## src/rtl/memory_bus_arbiter_if.sv

```systemverilog
// Requester-side handshakes and MemoryBus slot signals shared by the arbiter.
// The master modport is the arbiter's view; slave is the requesters/memory view.
interface memory_bus_arbiter_if #(
    parameter int NUM_REQ = 4,
    parameter int ID_W    = 2,
    parameter int ADDR_W  = 32,
    parameter int DATA_W  = 32
);
    logic [NUM_REQ-1:0]        req_valid;
    logic [NUM_REQ-1:0]        req_write;
    logic [NUM_REQ*ADDR_W-1:0] req_addr;
    logic [NUM_REQ*DATA_W-1:0] req_wdata;
    logic [NUM_REQ-1:0]        req_ready;
    logic [NUM_REQ-1:0]        rsp_valid;
    logic [DATA_W-1:0]         rsp_data;
    logic [NUM_REQ-1:0]        rsp_ready;
    logic                      bus_request_busy;
    logic                      bus_req_push;
    logic [1:0]                bus_req_type;
    logic [ID_W-1:0]           bus_req_source;
    logic [ADDR_W-1:0]         bus_req_addr;
    logic [DATA_W-1:0]         bus_req_payload;
    logic                      bus_response_busy;
    logic [1:0]                bus_rsp_type;
    logic [ID_W-1:0]           bus_rsp_source;
    logic [DATA_W-1:0]         bus_rsp_payload;
    logic                      bus_rsp_pop;
    logic                      err_timeout;
    logic                      err_unexpected;

    modport master (
        input  req_valid, req_write, req_addr, req_wdata, rsp_ready,
        input  bus_request_busy, bus_response_busy, bus_rsp_type, bus_rsp_source, bus_rsp_payload,
        output req_ready, rsp_valid, rsp_data,
        output bus_req_push, bus_req_type, bus_req_source, bus_req_addr, bus_req_payload,
        output bus_rsp_pop, err_timeout, err_unexpected
    );

    modport slave (
        output req_valid, req_write, req_addr, req_wdata, rsp_ready,
        output bus_request_busy, bus_response_busy, bus_rsp_type, bus_rsp_source, bus_rsp_payload,
        input  req_ready, rsp_valid, rsp_data,
        input  bus_req_push, bus_req_type, bus_req_source, bus_req_addr, bus_req_payload,
        input  bus_rsp_pop, err_timeout, err_unexpected
    );
endinterface

```

## src/rtl/memory_bus_arbiter.sv

```systemverilog
// Round-robin arbiter sharing one MemoryBus request/response slot pair between
// NUM_REQ requesters; one transaction in flight, reads held until delivered.
module memory_bus_arbiter #(
    parameter int NUM_REQ = 4,
    parameter int ID_W    = 2,
    parameter int ADDR_W  = 32,
    parameter int DATA_W  = 32,
    parameter int TIMEOUT = 255
) (
    input  logic                clk,
    input  logic                rst_n,
    memory_bus_arbiter_if.master bus
);
    typedef enum logic [1:0] {IDLE = 2'd0, ISSUE = 2'd1, WAIT_RESP = 2'd2, DELIVER = 2'd3} state_t;

    localparam logic [ID_W-1:0] LAST_ID = ID_W'(NUM_REQ - 1);
    localparam logic [7:0]      TO_LAST = 8'(TIMEOUT - 1);
    localparam logic [1:0]      T_READ  = 2'd0;
    localparam logic [1:0]      T_WRITE = 2'd1;
    localparam logic [1:0]      T_RRESP = 2'd2;

    state_t              state_r;
    logic [ID_W-1:0]     rr_ptr_r;
    logic [ID_W-1:0]     grant_r;
    logic                write_r;
    logic [ADDR_W-1:0]   addr_r;
    logic [DATA_W-1:0]   wdata_r;
    logic [7:0]          cnt_r;
    logic [NUM_REQ-1:0]  req_ready_r;
    logic [NUM_REQ-1:0]  rsp_valid_r;
    logic [DATA_W-1:0]   rsp_data_r;
    logic                push_r;
    logic [1:0]          req_type_r;
    logic [ID_W-1:0]     req_source_r;
    logic [ADDR_W-1:0]   req_addr_r;
    logic [DATA_W-1:0]   req_payload_r;
    logic                pop_r;
    logic                err_to_r;
    logic                err_ux_r;
    logic [ID_W:0]       pick_s;
    logic [ID_W-1:0]     pick_idx_s;

    // First set bit at or above ptr with wrap; returns {found, index}.
    function automatic logic [ID_W:0] rr_pick(input logic [NUM_REQ-1:0] v, input logic [ID_W-1:0] ptr);
        logic [ID_W:0] res;
        int            idx;
        res = {(ID_W + 1){1'b0}};
        for (int k = NUM_REQ - 1; k >= 0; k--) begin
            idx = (int'(ptr) + k) % NUM_REQ;
            res = v[idx] ? {1'b1, ID_W'(idx)} : res;
        end
        return res;
    endfunction

    function automatic logic [ID_W-1:0] next_id(input logic [ID_W-1:0] g);
        return (g == LAST_ID) ? {ID_W{1'b0}} : g + ID_W'(1);
    endfunction

    // Requester still showing valid in its accept cycle is masked so it is not re-granted.
    always_comb begin
        pick_s     = rr_pick(bus.req_valid & ~req_ready_r, rr_ptr_r);
        pick_idx_s = pick_s[ID_W-1:0];
    end

    // Arbitration FSM with all outputs registered.
    always_ff @(posedge clk or negedge rst_n) begin
        if (!rst_n) begin
            state_r       <= IDLE;
            rr_ptr_r      <= {ID_W{1'b0}};
            grant_r       <= {ID_W{1'b0}};
            write_r       <= 1'b0;
            addr_r        <= {ADDR_W{1'b0}};
            wdata_r       <= {DATA_W{1'b0}};
            cnt_r         <= 8'd0;
            req_ready_r   <= {NUM_REQ{1'b0}};
            rsp_valid_r   <= {NUM_REQ{1'b0}};
            rsp_data_r    <= {DATA_W{1'b0}};
            push_r        <= 1'b0;
            req_type_r    <= 2'd0;
            req_source_r  <= {ID_W{1'b0}};
            req_addr_r    <= {ADDR_W{1'b0}};
            req_payload_r <= {DATA_W{1'b0}};
            pop_r         <= 1'b0;
            err_to_r      <= 1'b0;
            err_ux_r      <= 1'b0;
        end else begin
            push_r      <= 1'b0;
            pop_r       <= 1'b0;
            req_ready_r <= {NUM_REQ{1'b0}};
            case (state_r)
                IDLE: begin
                    if (pick_s[ID_W]) begin
                        grant_r <= pick_idx_s;
                        write_r <= bus.req_write[pick_idx_s];
                        addr_r  <= bus.req_addr[int'(pick_idx_s) * ADDR_W +: ADDR_W];
                        wdata_r <= bus.req_wdata[int'(pick_idx_s) * DATA_W +: DATA_W];
                        state_r <= ISSUE;
                    end else begin
                        state_r <= IDLE;
                    end
                end
                ISSUE: begin
                    if (!bus.bus_request_busy) begin
                        push_r        <= 1'b1;
                        req_type_r    <= write_r ? T_WRITE : T_READ;
                        req_source_r  <= grant_r;
                        req_addr_r    <= addr_r;
                        req_payload_r <= write_r ? wdata_r : {DATA_W{1'b0}};
                        req_ready_r   <= NUM_REQ'(1) << grant_r;
                        if (write_r) begin
                            state_r  <= IDLE;
                            rr_ptr_r <= next_id(grant_r);
                        end else begin
                            state_r <= WAIT_RESP;
                            cnt_r   <= 8'd0;
                        end
                    end else begin
                        state_r <= ISSUE;
                    end
                end
                WAIT_RESP: begin
                    // The slot stays busy in the cycle our pop is visible; skip it to avoid a double pop.
                    if (bus.bus_response_busy && !pop_r && (bus.bus_rsp_type == T_RRESP)) begin
                        pop_r                <= 1'b1;
                        rsp_data_r           <= bus.bus_rsp_payload;
                        rsp_valid_r          <= NUM_REQ'(1) << grant_r;
                        state_r              <= DELIVER;
                    end else begin
                        if (bus.bus_response_busy && !pop_r) begin
                            pop_r    <= 1'b1;
                            err_ux_r <= 1'b1;
                        end else begin
                            pop_r <= 1'b0;
                        end
                        if (cnt_r == TO_LAST) begin
                            err_to_r <= 1'b1;
                            state_r  <= IDLE;
                            rr_ptr_r <= next_id(grant_r);
                        end else begin
                            cnt_r   <= cnt_r + 8'd1;
                            state_r <= WAIT_RESP;
                        end
                    end
                end
                DELIVER: begin
                    if (bus.rsp_ready[grant_r]) begin
                        rsp_valid_r <= {NUM_REQ{1'b0}};
                        state_r     <= IDLE;
                        rr_ptr_r    <= next_id(grant_r);
                    end else begin
                        state_r <= DELIVER;
                    end
                end
                default: begin
                    state_r <= IDLE;
                end
            endcase
        end
    end

    assign bus.req_ready       = req_ready_r;
    assign bus.rsp_valid       = rsp_valid_r;
    assign bus.rsp_data        = rsp_data_r;
    assign bus.bus_req_push    = push_r;
    assign bus.bus_req_type    = req_type_r;
    assign bus.bus_req_source  = req_source_r;
    assign bus.bus_req_addr    = req_addr_r;
    assign bus.bus_req_payload = req_payload_r;
    assign bus.bus_rsp_pop     = pop_r;
    assign bus.err_timeout     = err_to_r;
    assign bus.err_unexpected  = err_ux_r;
endmodule

```

## src/flat_wrapper.sv

```systemverilog
// flat-port wrapper written by rule: the top's interface ports become plain ports
module memory_bus_arbiter_flat 
#(
    parameter int NUM_REQ = 4,
    parameter int ID_W    = 2,
    parameter int ADDR_W  = 32,
    parameter int DATA_W  = 32,
    parameter int TIMEOUT = 255
)
  (clk, rst_n, bus_req_valid, bus_req_write, bus_req_addr, bus_req_wdata, bus_rsp_ready, bus_bus_request_busy, bus_bus_response_busy, bus_bus_rsp_type, bus_bus_rsp_source, bus_bus_rsp_payload, bus_req_ready, bus_rsp_valid, bus_rsp_data, bus_bus_req_push, bus_bus_req_type, bus_bus_req_source, bus_bus_req_addr, bus_bus_req_payload, bus_bus_rsp_pop, bus_err_timeout, bus_err_unexpected);
  memory_bus_arbiter_if #(.NUM_REQ(NUM_REQ), .ID_W(ID_W), .ADDR_W(ADDR_W), .DATA_W(DATA_W)) bus_i ();
  input  logic clk;
  input  logic rst_n;
  input wire logic [$bits(bus_i.req_valid)-1:0] bus_req_valid;
  input wire logic [$bits(bus_i.req_write)-1:0] bus_req_write;
  input wire logic [$bits(bus_i.req_addr)-1:0] bus_req_addr;
  input wire logic [$bits(bus_i.req_wdata)-1:0] bus_req_wdata;
  input wire logic [$bits(bus_i.rsp_ready)-1:0] bus_rsp_ready;
  input wire logic [$bits(bus_i.bus_request_busy)-1:0] bus_bus_request_busy;
  input wire logic [$bits(bus_i.bus_response_busy)-1:0] bus_bus_response_busy;
  input wire logic [$bits(bus_i.bus_rsp_type)-1:0] bus_bus_rsp_type;
  input wire logic [$bits(bus_i.bus_rsp_source)-1:0] bus_bus_rsp_source;
  input wire logic [$bits(bus_i.bus_rsp_payload)-1:0] bus_bus_rsp_payload;
  output wire logic [$bits(bus_i.req_ready)-1:0] bus_req_ready;
  output wire logic [$bits(bus_i.rsp_valid)-1:0] bus_rsp_valid;
  output wire logic [$bits(bus_i.rsp_data)-1:0] bus_rsp_data;
  output wire logic [$bits(bus_i.bus_req_push)-1:0] bus_bus_req_push;
  output wire logic [$bits(bus_i.bus_req_type)-1:0] bus_bus_req_type;
  output wire logic [$bits(bus_i.bus_req_source)-1:0] bus_bus_req_source;
  output wire logic [$bits(bus_i.bus_req_addr)-1:0] bus_bus_req_addr;
  output wire logic [$bits(bus_i.bus_req_payload)-1:0] bus_bus_req_payload;
  output wire logic [$bits(bus_i.bus_rsp_pop)-1:0] bus_bus_rsp_pop;
  output wire logic [$bits(bus_i.err_timeout)-1:0] bus_err_timeout;
  output wire logic [$bits(bus_i.err_unexpected)-1:0] bus_err_unexpected;
  assign bus_i.req_valid = bus_req_valid;
  assign bus_i.req_write = bus_req_write;
  assign bus_i.req_addr = bus_req_addr;
  assign bus_i.req_wdata = bus_req_wdata;
  assign bus_i.rsp_ready = bus_rsp_ready;
  assign bus_i.bus_request_busy = bus_bus_request_busy;
  assign bus_i.bus_response_busy = bus_bus_response_busy;
  assign bus_i.bus_rsp_type = bus_bus_rsp_type;
  assign bus_i.bus_rsp_source = bus_bus_rsp_source;
  assign bus_i.bus_rsp_payload = bus_bus_rsp_payload;
  assign bus_req_ready = bus_i.req_ready;
  assign bus_rsp_valid = bus_i.rsp_valid;
  assign bus_rsp_data = bus_i.rsp_data;
  assign bus_bus_req_push = bus_i.bus_req_push;
  assign bus_bus_req_type = bus_i.bus_req_type;
  assign bus_bus_req_source = bus_i.bus_req_source;
  assign bus_bus_req_addr = bus_i.bus_req_addr;
  assign bus_bus_req_payload = bus_i.bus_req_payload;
  assign bus_bus_rsp_pop = bus_i.bus_rsp_pop;
  assign bus_err_timeout = bus_i.err_timeout;
  assign bus_err_unexpected = bus_i.err_unexpected;
  memory_bus_arbiter #(.NUM_REQ(NUM_REQ), .ID_W(ID_W), .ADDR_W(ADDR_W), .DATA_W(DATA_W), .TIMEOUT(TIMEOUT)) u_core (.clk(clk), .rst_n(rst_n), .bus(bus_i));
endmodule
```

## config.mk

```make
export PLATFORM = sky130hd
export DESIGN_NAME = memory_bus_arbiter_flat
export DESIGN_NICKNAME = d
export VERILOG_FILES = /design/src/rtl/memory_bus_arbiter_if.sv /design/src/rtl/memory_bus_arbiter.sv /design/src/flat_wrapper.sv
export SDC_FILE = /design/constraint.sdc
export NUM_CORES = 1
export LEC_CHECK = 0
export CORE_ASPECT_RATIO = 1.2
export CORE_MARGIN = 2
export CORE_UTILIZATION = 35
export CTS_BUF_LIST = sky130_fd_sc_hd__clkbuf_16
export DETAILED_ROUTE_END_ITERATION = 8
export DONT_BUFFER_PORTS = 1
export GPL_ROUTABILITY_DRIVEN = 0
export PLACE_DENSITY = 0.47
export SLEW_MARGIN = 25
export SYNTH_ARGS = -nofsm -noshare
export SYNTH_HDL_FRONTEND = slang
export SYNTH_SLANG_ARGS = --single-unit
```

## constraint.sdc

```tcl
create_clock -name clk -period 2 [get_ports clk]
set_clock_uncertainty 0.2 [all_clocks]
set_input_delay 0.4 -clock clk [delete_from_list [all_inputs] [get_ports clk]]
set_output_delay 0.4 -clock clk [all_outputs]
set_load 0.01 [all_outputs]
```

==> run metrics <==
Hold Crit Class in -> async; RSZ-0062 raised after global routing yes; initial core utilization a little over a third; worst endpoint data arrival time around 2.2 ns; clock tree sinks 190; total clock buffers created by CTS 17; result of the run complete, but fails checks; CTS root buf sky130_fd_sc_hd__clkbuf_16; post-route cell area approximately 0.014 mm^2; Vias around 8700; kind of start point of the critical path flip-flop; transition time at the pin with the least slew margin about 0.64 ns; CTS tree built; # setup viols final 65; via count normalized by instance count around 5.5; power density over cell area between 1000 and 1500 mW/mm^2; Area contributors post-synth sky130_fd_sc_hd__dfrtp_1 52%, sky130_fd_sc_hd__nand2_1 14%, sky130_fd_sc_hd__nand3_1 9.0%; final hold slack -0.546 ns; count of input and output buffers 0; DRC violation count after routing 0; Ys Warns 0; Worst Setup Path Type reg -> reg; Rows 65; x dimension of the die roughly 150 um; sequential element share of the synthesized area between 50% and 60%; Non-Filler Instances between 1500 and 2000; Skew-Pair Late Insertion Delay approximately 0.44 ns; top_reg_cell synth sky130_fd_sc_hd__dfrtp_1; share of layout cells above drive strength 1 20.5%; fillcell total around 2300; Initial DRC Count approximately 630; nature of the critical path endpoint flip-flop; adder-cell area share of the yosys netlist less than 1%; Post-synth EDFFs 0; max-capacitance violation count 0; count of different cell masters after synthesis 52; number of nets with antenna violations after routing 0; total length of routed wires around 36 mm; Seq cells post-synth 190; max-slew violation count 0; top-level I/O count 420; HPWL after detailed placement slightly below 20 mm; xor/xnor share of the synthesized area 0.476%; final total power a little under 20 mW; final count of hold timing violations 192; largest net degree at the start of global routing 191; die extent in y 182 um; fin crit period 2.12 ns; synth cell count leaders 339 x sky130_fd_sc_hd__nand2_1, 190 x sky130_fd_sc_hd__dfrtp_1, 166 x sky130_fd_sc_hd__nand3_1; Post-Syn Area 0.00920 mm^2; average routed wire per standard cell 22.6 um; number of antenna violations at the first check in global routing 2; dominant combinational cell family by area after synthesis simple AND/OR/NAND/NOR gates; buffers from clock root to sink, at most 2; first-pass GRT wire length roughly 49 mm; Post-layout nets ~1600; Avg Cell Area, Syn roughly 9.1 um^2; first-pass iteration count of the detailed router 5; reported leakage power 6.38 nW; highest clock frequency the design can meet roughly 0.47 GHz; maximum net fanout on the critical path 10; area of the die around 0.028 mm^2; share of synthesized registers carrying an async set or reset 100%; most instantiated library cell after synthesis sky130_fd_sc_hd__nand2_1; cell taking the most area after synthesis sky130_fd_sc_hd__dfrtp_1; share of the synthesized area in the top cell type between 50% and 60%; maximum level of the CTS H-tree 4; Clk pin slew, worst setup/hold paths about 0.07 ns; share of synthesized area spent on multiplexers under 10%; GR Util All Layers 22.8%; placed cell count 1326; vias in the first global route ~8800; simple-gate area share of the yosys netlist around 26%; worst path required time ~2.1 ns; compound-cell area share of the yosys netlist around 8.4%; Area after DPL between 0.009 and 0.01 mm^2; floorplan core area about 0.026 mm^2; maximum vdd ir drop 0.664 mV; Final WS setup -0.123 ns; Layout area overhead 52.9%; Max-Slew Margin vs Limit a little under three fifths; violated checks hold timing, setup timing; aggregate global routing overflow 0; post-synthesis cell count 1007; Post-Syn Nets roughly 1300; crit share post-route 106%
per-stage QoR:
| step | TNS (ns) | setup slack (ns) | util [%] |
|---|---|---|---|
| floorplan | 0 | 0.0656 | - |
| detailed placement | -2.14 | -0.0973 | 38.1 |
| global route | -9.29 | -0.176 | 53.9 |
| global placement | -0.833 | -0.0684 | 38.1 |
| CTS | -0.702 | -0.0655 | 49.0 |
| finish | -5.31 | -0.123 | 53.9 |
final cells by class:
type	count	area [um^2]	share of cell area, %
Clock buffer	17	425	3.02
Clock inverter	14	121	0.863
Multi-Input combinational cell	730	4870	34.6
Inverter	9	33.8	0.240
Antenna cell	1	2.50	0.0178
Sequential cell	190	4760	33.8
Tap cell	335	419	2.98
Timing Repair Buffer	304	3440	24.5
worst paths after layout:
path	start	to	slack [ns]	cells past startpoint
min	rst_n	u_core.bus.rsp_data[3]$_DFFE_PN0P_	-0.55	0
max reg2reg	u_core.rr_ptr_r[1]$_DFFE_PN0P_	u_core.addr_r[15]$_DFFE_PN0P_	-0.12	9
min in group clk	bus_req_addr[52]	u_core.addr_r[20]$_DFFE_PN0P_	-0.01	2
max in group asynchronous	rst_n	u_core.bus.bus_req_push$_DFF_PN0_	1.88	0
max	u_core.rr_ptr_r[1]$_DFFE_PN0P_	u_core.addr_r[15]$_DFFE_PN0P_	-0.12	9
min reg2reg	u_core.addr_r[19]$_DFFE_PN0P_	u_core.bus.bus_req_addr[19]$_DFFE_PN0P_	0.27	2
flip-flops by register name (all words and copies together) (netlist names), 4 cells and up:
signal	flops
u_core.bus.rsp_valid	4
u_core.bus.rsp_data	32
u_core.bus.bus_req_addr	32
u_core.cnt_r	8
u_core.addr_r	32
u_core.bus.bus_req_payload	32
u_core.bus.req_ready	4
u_core.wdata_r	32
metal layers:
metal	GRT usage, %	vias to the layer above	part of all wire [%]
met5	0	-	0.036
met4	6.92	2	1.9
li1	-	4000	-
met2	39.9	375	51
met1	27.6	4302	40
met3	6.11	53	6.2
report_power, final:
group	switching [mW]	total [mW]	leakage, nW	internal [mW]
clock	1.57	3.28	0.268	1.71
combinational	5.03	9.44	3.67	4.42
sequential	1.63	7.08	2.44	5.45
cells by family (layout without fill, tap and decap cells):
group,after synthesis,count (layout)
buf+inv,89,344
other cells,1,2
compound gates,91,93
flops,190,190
fa+ha+maj,6,6
xor+xnor,5,5
simple gates,551,551
mux,74,74
repair_timing:
item	CTS	global route
pin swaps	4	20
gates resized for setup	31	134
hold buffers	198	8
endpoints found under the hold margin	287	196
setup buffers	5	7
cloned	4	22
setup endpoints to repair	64	75
cells in the final DEF (no fill, tap or decap), drive strengths merged, types with 3 or more instances in the layout:
master / count
nor2: 19
clkinv: 10
ha: 6
o2111ai: 65
a211oi: 4
nand3: 167
mux2i: 69
buf: 83
dlygate4sd3: 206
clkbuf: 31
o21ai: 7
mux2: 4
a21oi: 3
nand2: 339
o211a: 3
dfrtp: 190
inv: 11
nand2b: 5
or3b: 3
xnor2: 5
and2: 4
worst max-delay path, stage by stage, from the launching register on:
cell	delay [ns]
sky130_fd_sc_hd__dfrtp_1	0.43
sky130_fd_sc_hd__buf_6	0.14
sky130_fd_sc_hd__nand2b_4	0.14
sky130_fd_sc_hd__a21oi_4	0.17
sky130_fd_sc_hd__buf_6	0.13
sky130_fd_sc_hd__a211oi_2	0.04
sky130_fd_sc_hd__o21ai_4	0.17
sky130_fd_sc_hd__buf_12	0.20
sky130_fd_sc_hd__clkbuf_16	0.21
sky130_fd_sc_hd__o2111ai_1	0.13
(Power assumes the default switching activity.)
==> patch 1, RTL diff (same settings) <==
`TIMEOUT` is set to 255 in 2 places; all go to 128.
--- a/src/rtl/memory_bus_arbiter.sv
+++ b/src/rtl/memory_bus_arbiter.sv
@@ -6,5 +6,5 @@
     parameter int ADDR_W  = 32,
     parameter int DATA_W  = 32,
-    parameter int TIMEOUT = 255
+    parameter int TIMEOUT = 128
 ) (
     input  logic                clk,
--- a/src/flat_wrapper.sv
+++ b/src/flat_wrapper.sv
@@ -6,5 +6,5 @@
     parameter int ADDR_W  = 32,
     parameter int DATA_W  = 32,
-    parameter int TIMEOUT = 255
+    parameter int TIMEOUT = 128
 )
   (clk, rst_n, bus_req_valid, bus_req_write, bus_req_addr, bus_req_wdata, bus_rsp_ready, bus_bus_request_busy, bus_bus_response_busy, bus_bus_rsp_type, bus_bus_rsp_source, bus_bus_rsp_payload, bus_req_ready, bus_rsp_valid, bus_rsp_data, bus_bus_req_push, bus_bus_req_type, bus_bus_req_source, bus_bus_req_addr, bus_bus_req_payload, bus_bus_rsp_pop, bus_err_timeout, bus_err_unexpected);
Behaviour: no difference found for any inputs over 4 cycles, from zero or initial values and one cycle with rst_n low; that may be too few to reach the edited logic, so the function may still have changed.
==> patch 1 against the original RTL <==
- the flow still finishes with violations (hold timing, setup timing)
- routed wire length shrank 9.3%
- die area shrank 0.71%
- first-iteration DRC count shrank 32%
- total power shrank 4.4%
- area after synthesis shrank 0.72%
- worst setup slack gained 0.065 ns
- cell area shrank 5.5%
- worst hold slack gained 0.0065 ns
- global-route usage shrank 0.55 points
- critical endpoint is now u_core.wdata_r[3]$_DFFE_PN0P_
- sequential cell count is the same
==> patch 1: results (changes against the original RTL) <==
global_route:
  grt.total_usage_pct: 22.3  # was 22.8%
  grt_pass1_wl_um: 46500  # was 49400 um
  grt_max_degree: 191  # unchanged
  number_of_global_route_vias_before_repair: 8403  # was 8751
synthesis:
  synth_fa_ha_area_share_pct: 0.685  # was 0.816%
  cells_taking_the_most_area_after_synthesis: "sky130_fd_sc_hd__dfrtp_1 52%, sky130_fd_sc_hd__nand2_1 9.5%, sky130_fd_sc_hd__nand3_1 9.4%"  # was sky130_fd_sc_hd__dfrtp_1 52%, sky130_fd_sc_hd__nand2_1 14%, sky130_fd_sc_hd__nand3_1 9.0%
  seq_area_frac_synth_pct: 52.1  # was 51.7%
  synth_fp_nets: 1243  # was 1321
  synth_compound_gate_area_share_pct: 9.03  # was 8.45%
  ys_top_cells_by_count: "232 x sky130_fd_sc_hd__nand2_1, 190 x sky130_fd_sc_hd__dfrtp_1, 172 x sky130_fd_sc_hd__nand3_1, 65 x sky130_fd_sc_hd__mux2i_1, 65 x sky130_fd_sc_hd__o2111ai_1"  # was 339 x sky130_fd_sc_hd__nand2_1, 190 x sky130_fd_sc_hd__dfrtp_1, 166 x sky130_fd_sc_hd__nand3_1, 69 x sky130_fd_sc_hd__mux2i_1, 65 x sky130_fd_sc_hd__o2111ai_1
worst_setup_path:
  reg2reg_to: "u_core.wdata_r[3]$_DFFE_PN0P_"  # was u_core.addr_r[15]$_DFFE_PN0P_
  worst_path_maximum_fanout: 11  # was 10
  wp_data_arrival_ns: 2.16  # was 2.23 ns
  crit-reg2reg-launch: "u_core.bus.req_ready[0]$_DFF_PN0_"  # was u_core.rr_ptr_r[1]$_DFFE_PN0P_
  reg2regPathDepth: 7  # was 9
routing:
  detailedRoute.firstIterationViolations: 426  # was 625
  route.vias.total: 8226  # was 8732
sta:
  finalWorstSetupSlack_ns: -0.0581  # was -0.123 ns
  finalHoldWorstSlack_ns: -0.540  # was -0.546 ns
  setup_viol_count_final: 6  # was 65
  hold_viol_final: 190  # was 192
outcome:
  violations_in_the_final_reports: "hold timing, setup timing"  # unchanged
  status: "complete, but fails checks"  # unchanged
power_and_ir_drop:
  vdd_ir_drop_max_uv: 701  # was 664 uV
  power.static_leakage_uw: 0.00601  # was 0.00638 uW
clocking:
  hold_buffers: 201  # was 198
  clkTransAtPathRegs_ns: 0.07  # about the same
layout:
  nNetsFinal: 1477  # was 1566
  post_route_cells_drive_above_1_share_pct: 17.6  # was 20.5%
placement:
  dp.final_hpwl_um: 19700  # was 19800 um
## patch 1: cell count changes after synthesis, sizes merged, moves of 6 or more
cell,delta
nor2,-6
clkbuf,-13
mux2,+30
nand3,+6
nand2,-106
buf,+8
## patch 1: cell families after synthesis
family | count (synthesis)
AO/OA/AOI/OAI | 98
other | 1
flip-flops | 190
adder cells (fa/ha/maj) | 5
buffers and inverters | 85
XOR/XNOR | 4
multiplexers | 100
AND/OR/NAND/NOR | 447
## patch 1: how the worst max path moves through the flow
| stage | to | depth (start not counted) | slack [ns] |
|---|---|---|---|
| after global routing | u_core.wdata_r[3]$_DFFE_PN0P_ | 7 | -0.13 |
| final | u_core.wdata_r[3]$_DFFE_PN0P_ | 7 | -0.06 |
| after detailed placement | u_core.addr_r[4]$_DFFE_PN0P_ | 7 | -0.14 |
| after floorplan | u_core.rr_ptr_r[0]$_DFFE_PN0P_ | 4 | 0.09 |
| after CTS | u_core.addr_r[27]$_DFFE_PN0P_ | 7 | -0.09 |
| after global placement | u_core.addr_r[4]$_DFFE_PN0P_ | 7 | -0.13 |
## patch 1: stage by stage
stage	total power, uW	cells	worst slack [ns]	area (um2)	setup TNS (ns)
2_1_floorplan	11100	930	0.0853	9130	0
3_3_place_gp	13700	1247	-0.128	9900	-4.13
3_5_place_dp	13700	1247	-0.143	9900	-5.41
4_1_cts	18100	1486	-0.0943	12800	-1.89
5_1_grt	20100	1508	-0.126	13300	-3.31
6_report	18900	1508	-0.0581	13300	-0.128
## patch 1: report_power, final
| group | internal, uW | switching (uW) |
|---|---|---|
| clock network | 1970 | 1540 |
| logic | 3980 | 4220 |
| registers | 5530 | 1710 |
| total | 11500 | 7460 |
## patch 1: timing repair
action | 4_1_cts | 5_1_grt
hold endpoints to repair | 289 | 190
setup buffers | 2 | 11
endpoints found under the setup margin | 65 | 70
gates resized for setup | 25 | 42
cloned | 4 | 10
pin swaps | 6 | 5
## patch 1: layout make-up
cell class              count  area, um2
inverters                  10       37.5
flip-flops and latches    190       4760
repair buffers            290       3220
well taps                 330        413
multi-input cells         655       4260
clock buffers              17        425
diodes                      1       2.50
clock inverters            15        170
fillers                  2204      12300
## patch 1: routing by layer
layer	vias up	routed length, um	global-route usage [%]
met5	-	9	0
met3	73	2760	6.11
li1	3750	-	-
met2	430	16600	38.9
met1	3971	12100	24.8
met4	2	1290	10.5
## patch 1: worst max-delay path: stages (launching register included)
cell and delay (ns):
sky130_fd_sc_hd__dfrtp_1 0.39, sky130_fd_sc_hd__and2b_4 0.30, sky130_fd_sc_hd__nand3_2 0.11, sky130_fd_sc_hd__nand3_4 0.14
sky130_fd_sc_hd__buf_12 0.18, sky130_fd_sc_hd__buf_16 0.17, sky130_fd_sc_hd__mux2i_2 0.27, sky130_fd_sc_hd__o2111ai_2 0.14
==> patch 2, RTL diff (config.mk and constraints unchanged) <==
Without the edit above. Re-encode `state_t` (4 states) as Gray code, 2 bits wide.
--- a/src/rtl/memory_bus_arbiter.sv
+++ b/src/rtl/memory_bus_arbiter.sv
@@ -12,5 +12,5 @@
     memory_bus_arbiter_if.master bus
 );
-    typedef enum logic [1:0] {IDLE = 2'd0, ISSUE = 2'd1, WAIT_RESP = 2'd2, DELIVER = 2'd3} state_t;
+    typedef enum logic [1:0] {IDLE = 2'b00, ISSUE = 2'b01, WAIT_RESP = 2'b11, DELIVER = 2'b10} state_t;
 
     localparam logic [ID_W-1:0] LAST_ID = ID_W'(NUM_REQ - 1);
Behaviour: same outputs for any inputs over 4 cycles, from zero or initial values and one cycle with rst_n low; so few cycles prove little.
==> patch 2 against the original RTL <==
- the flow still finishes with violations (hold timing, setup timing)
- routed wire length shrank 10%
- sequential power is 2% higher
- critical path depth is the same
- area after synthesis is 1.4% higher
- sequential cell count stayed put
- total power is 1.3% higher
- worst setup slack lost 0.097 ns
- cell area is 1.6% lower
- largest cell class unchanged
==> patch 2: results (changes against the original RTL) <==
global_route:
  number_of_global_route_vias_before_repair: 8453  # was 8751
  grt_max_degree: 191  # unchanged
  grt.total_usage_pct: 22.3  # was 22.8%
  grt_pass1_wl_um: 48000  # was 49400 um
  antenna_found_initial: 0  # was 2
power_and_ir_drop:
  power.static_leakage_uw: 0.00624  # was 0.00638 uW
  vdd_ir_drop_max_uv: 613  # was 664 uV
  switching_share_pct: 39.4  # was 41.5%
layout:
  fillers: 2186  # was 2258
  antenna_cells_inserted: 0  # was 1
  fin_cells: 1449  # was 1600
  post_route_cells_drive_above_1_share_pct: 24.6  # was 20.5%
clocking:
  clkTransAtPathRegs_ns: 0.07  # about the same
  worst_skew_pair.late_latency_ns: 0.44  # about the same
  cts_max_level: 4  # unchanged
  cts.root.buffer_cell: "sky130_fd_sc_hd__clkbuf_16"  # unchanged
  max_clock_buf_depth: 2  # unchanged
  cts_made_buffers: 17  # unchanged
synthesis:
  synth_cells: 852  # was 1007
  ys_top_cells_by_count: "241 x sky130_fd_sc_hd__nand2_1, 190 x sky130_fd_sc_hd__dfrtp_1, 130 x sky130_fd_sc_hd__mux2i_1, 41 x sky130_fd_sc_hd__o221ai_2"  # was 339 x sky130_fd_sc_hd__nand2_1, 190 x sky130_fd_sc_hd__dfrtp_1, 166 x sky130_fd_sc_hd__nand3_1, 69 x sky130_fd_sc_hd__mux2i_1, 65 x sky130_fd_sc_hd__o2111ai_1
  synth_cell_types: 45  # was 52
  async_reset_ff_share_pct: 100  # unchanged
  synth_fp_nets: 1166  # was 1321
  cells_taking_the_most_area_after_synthesis: "sky130_fd_sc_hd__dfrtp_1 51%, sky130_fd_sc_hd__mux2i_1 14%, sky130_fd_sc_hd__nand2_1 9.7%"  # was sky130_fd_sc_hd__dfrtp_1 52%, sky130_fd_sc_hd__nand2_1 14%, sky130_fd_sc_hd__nand3_1 9.0%
  seq_area_frac_synth_pct: 50.9  # was 51.7%
  synthesis.yosys.warnings: 0  # unchanged
  synth_largest_area_cell: "sky130_fd_sc_hd__dfrtp_1"  # unchanged
routing:
  detail_route.vias_per_cell: 5.43  # was 5.46
  detailedRoute.firstIterationViolations: 467  # was 625
  drt_wl_total_um: 32400  # was 36100 um
  dr.pass1.iters: 5  # unchanged
hold_path:
  hp-class: "in -> async"  # unchanged
placement:
  dp.final_hpwl_um: 17700  # was 19800 um
  port-buffer-count: 0  # unchanged
worst_setup_path:
  worst_path_max_delay_cell: "sky130_fd_sc_hd__dfrtp_1"  # unchanged
  worst_path_maximum_fanout: 5  # was 10
  critical_path.max_stage_delay_ns: 0.40  # was 0.43 ns
  wp_data_arrival_ns: 2.33  # was 2.23 ns
sta:
  finalWorstSetupSlack_ns: -0.220  # was -0.123 ns
  hold_viol_final: 191  # was 192
  setup_viol_count_final: 68  # was 65
  final.setup.tns_ns: -9.71  # was -5.31 ns
  finalHoldWorstSlack_ns: -0.544  # was -0.546 ns
outcome:
  status: "complete, but fails checks"  # unchanged
  violations_in_the_final_reports: "hold timing, setup timing"  # unchanged
[patch 2: final timing paths]
check	endpoint	depth (start not counted)	slack, ns	from
max	u_core.addr_r[29]$_DFFE_PN0P_	9	-0.22	u_core.rr_ptr_r[1]$_DFFE_PN0P_
min	u_core.bus.rsp_data[15]$_DFFE_PN0P_	0	-0.54	rst_n
max reg2reg	u_core.addr_r[29]$_DFFE_PN0P_	9	-0.22	u_core.rr_ptr_r[1]$_DFFE_PN0P_
min reg2reg	u_core.bus.bus_req_addr[24]$_DFFE_PN0P_	2	0.27	u_core.addr_r[24]$_DFFE_PN0P_
max in group asynchronous	u_core.bus.bus_req_payload[13]$_DFFE_PN0P_	0	1.76	rst_n
min in group clk	u_core.addr_r[26]$_DFFE_PN0P_	2	0	bus_req_addr[58]
[patch 2: per-stage QoR]
step / cell area (um2) / worst slack (ns) / utilization (%)
2_1_floorplan: 9360 / -0.0995 / -
3_3_place_gp: 10000 / -0.173 / 38.1
3_5_place_dp: 10000 / -0.240 / 38.1
4_1_cts: 13500 / -0.203 / 51.5
5_1_grt: 13800 / -0.274 / 52.7
6_report: 13800 / -0.220 / 52.7
[patch 2: repair_timing]
action                                  4_1_cts  5_1_grt
endpoints found under the setup margin       68       98
resized for setup                           105       30
buffers inserted                             14        0
pin swaps                                     5        3
hold buffers                                205        7
cloned                                       10        6
hold endpoints to repair                    275      194
[patch 2: cells by family after synthesis]
kind of cell,after synthesis,synth area share [%]
AOI/OAI and AO/OA,92,11.2
xor gates and xnor gates,6,0.563
adders and majority gates,6,0.804
buffers and inverters,67,3.46
DFF,190,50.9
muxes,165,18.3
other,1,0.0402
and+or+nand+nor,325,14.7
[patch 2: power groups by stage]
stage	Combinational [uW]	Sequential [uW]	Clock (uW)
after floorplan	5050	6830	0
after global placement	6700	7220	0
after detailed placement	6900	7250	0
after CTS	9020	7190	3520
after global routing	10200	7390	3680
final	9450	7190	3420
[patch 2: area by class of cell]
class	instances	share of cell area, %
clock buffer	17	3.07
clock inverter	15	1.05
inverter	7	0.190
multi-input combinational	596	35.2
sequential	190	34.3
tap	335	3.03
timing repair buffer	289	23.1
[patch 2: critical path: cells and delay by family (launching register included)]
kind / cells / cell delay, ns
buffers and inverters: 5 / 0.75
AO/OA/AOI/OAI: 3 / 0.53
flip-flops: 1 / 0.40
multiplexers: 1 / 0.22
[patch 2: per-layer routing]
layer	track usage, %	vias to the layer above	wire [um]
li1	-	3522	-
met3	6.95	69	2410
met5	0	-	0
met2	38.8	357	16600
met1	25.5	3915	12400
met4	8.78	0	963
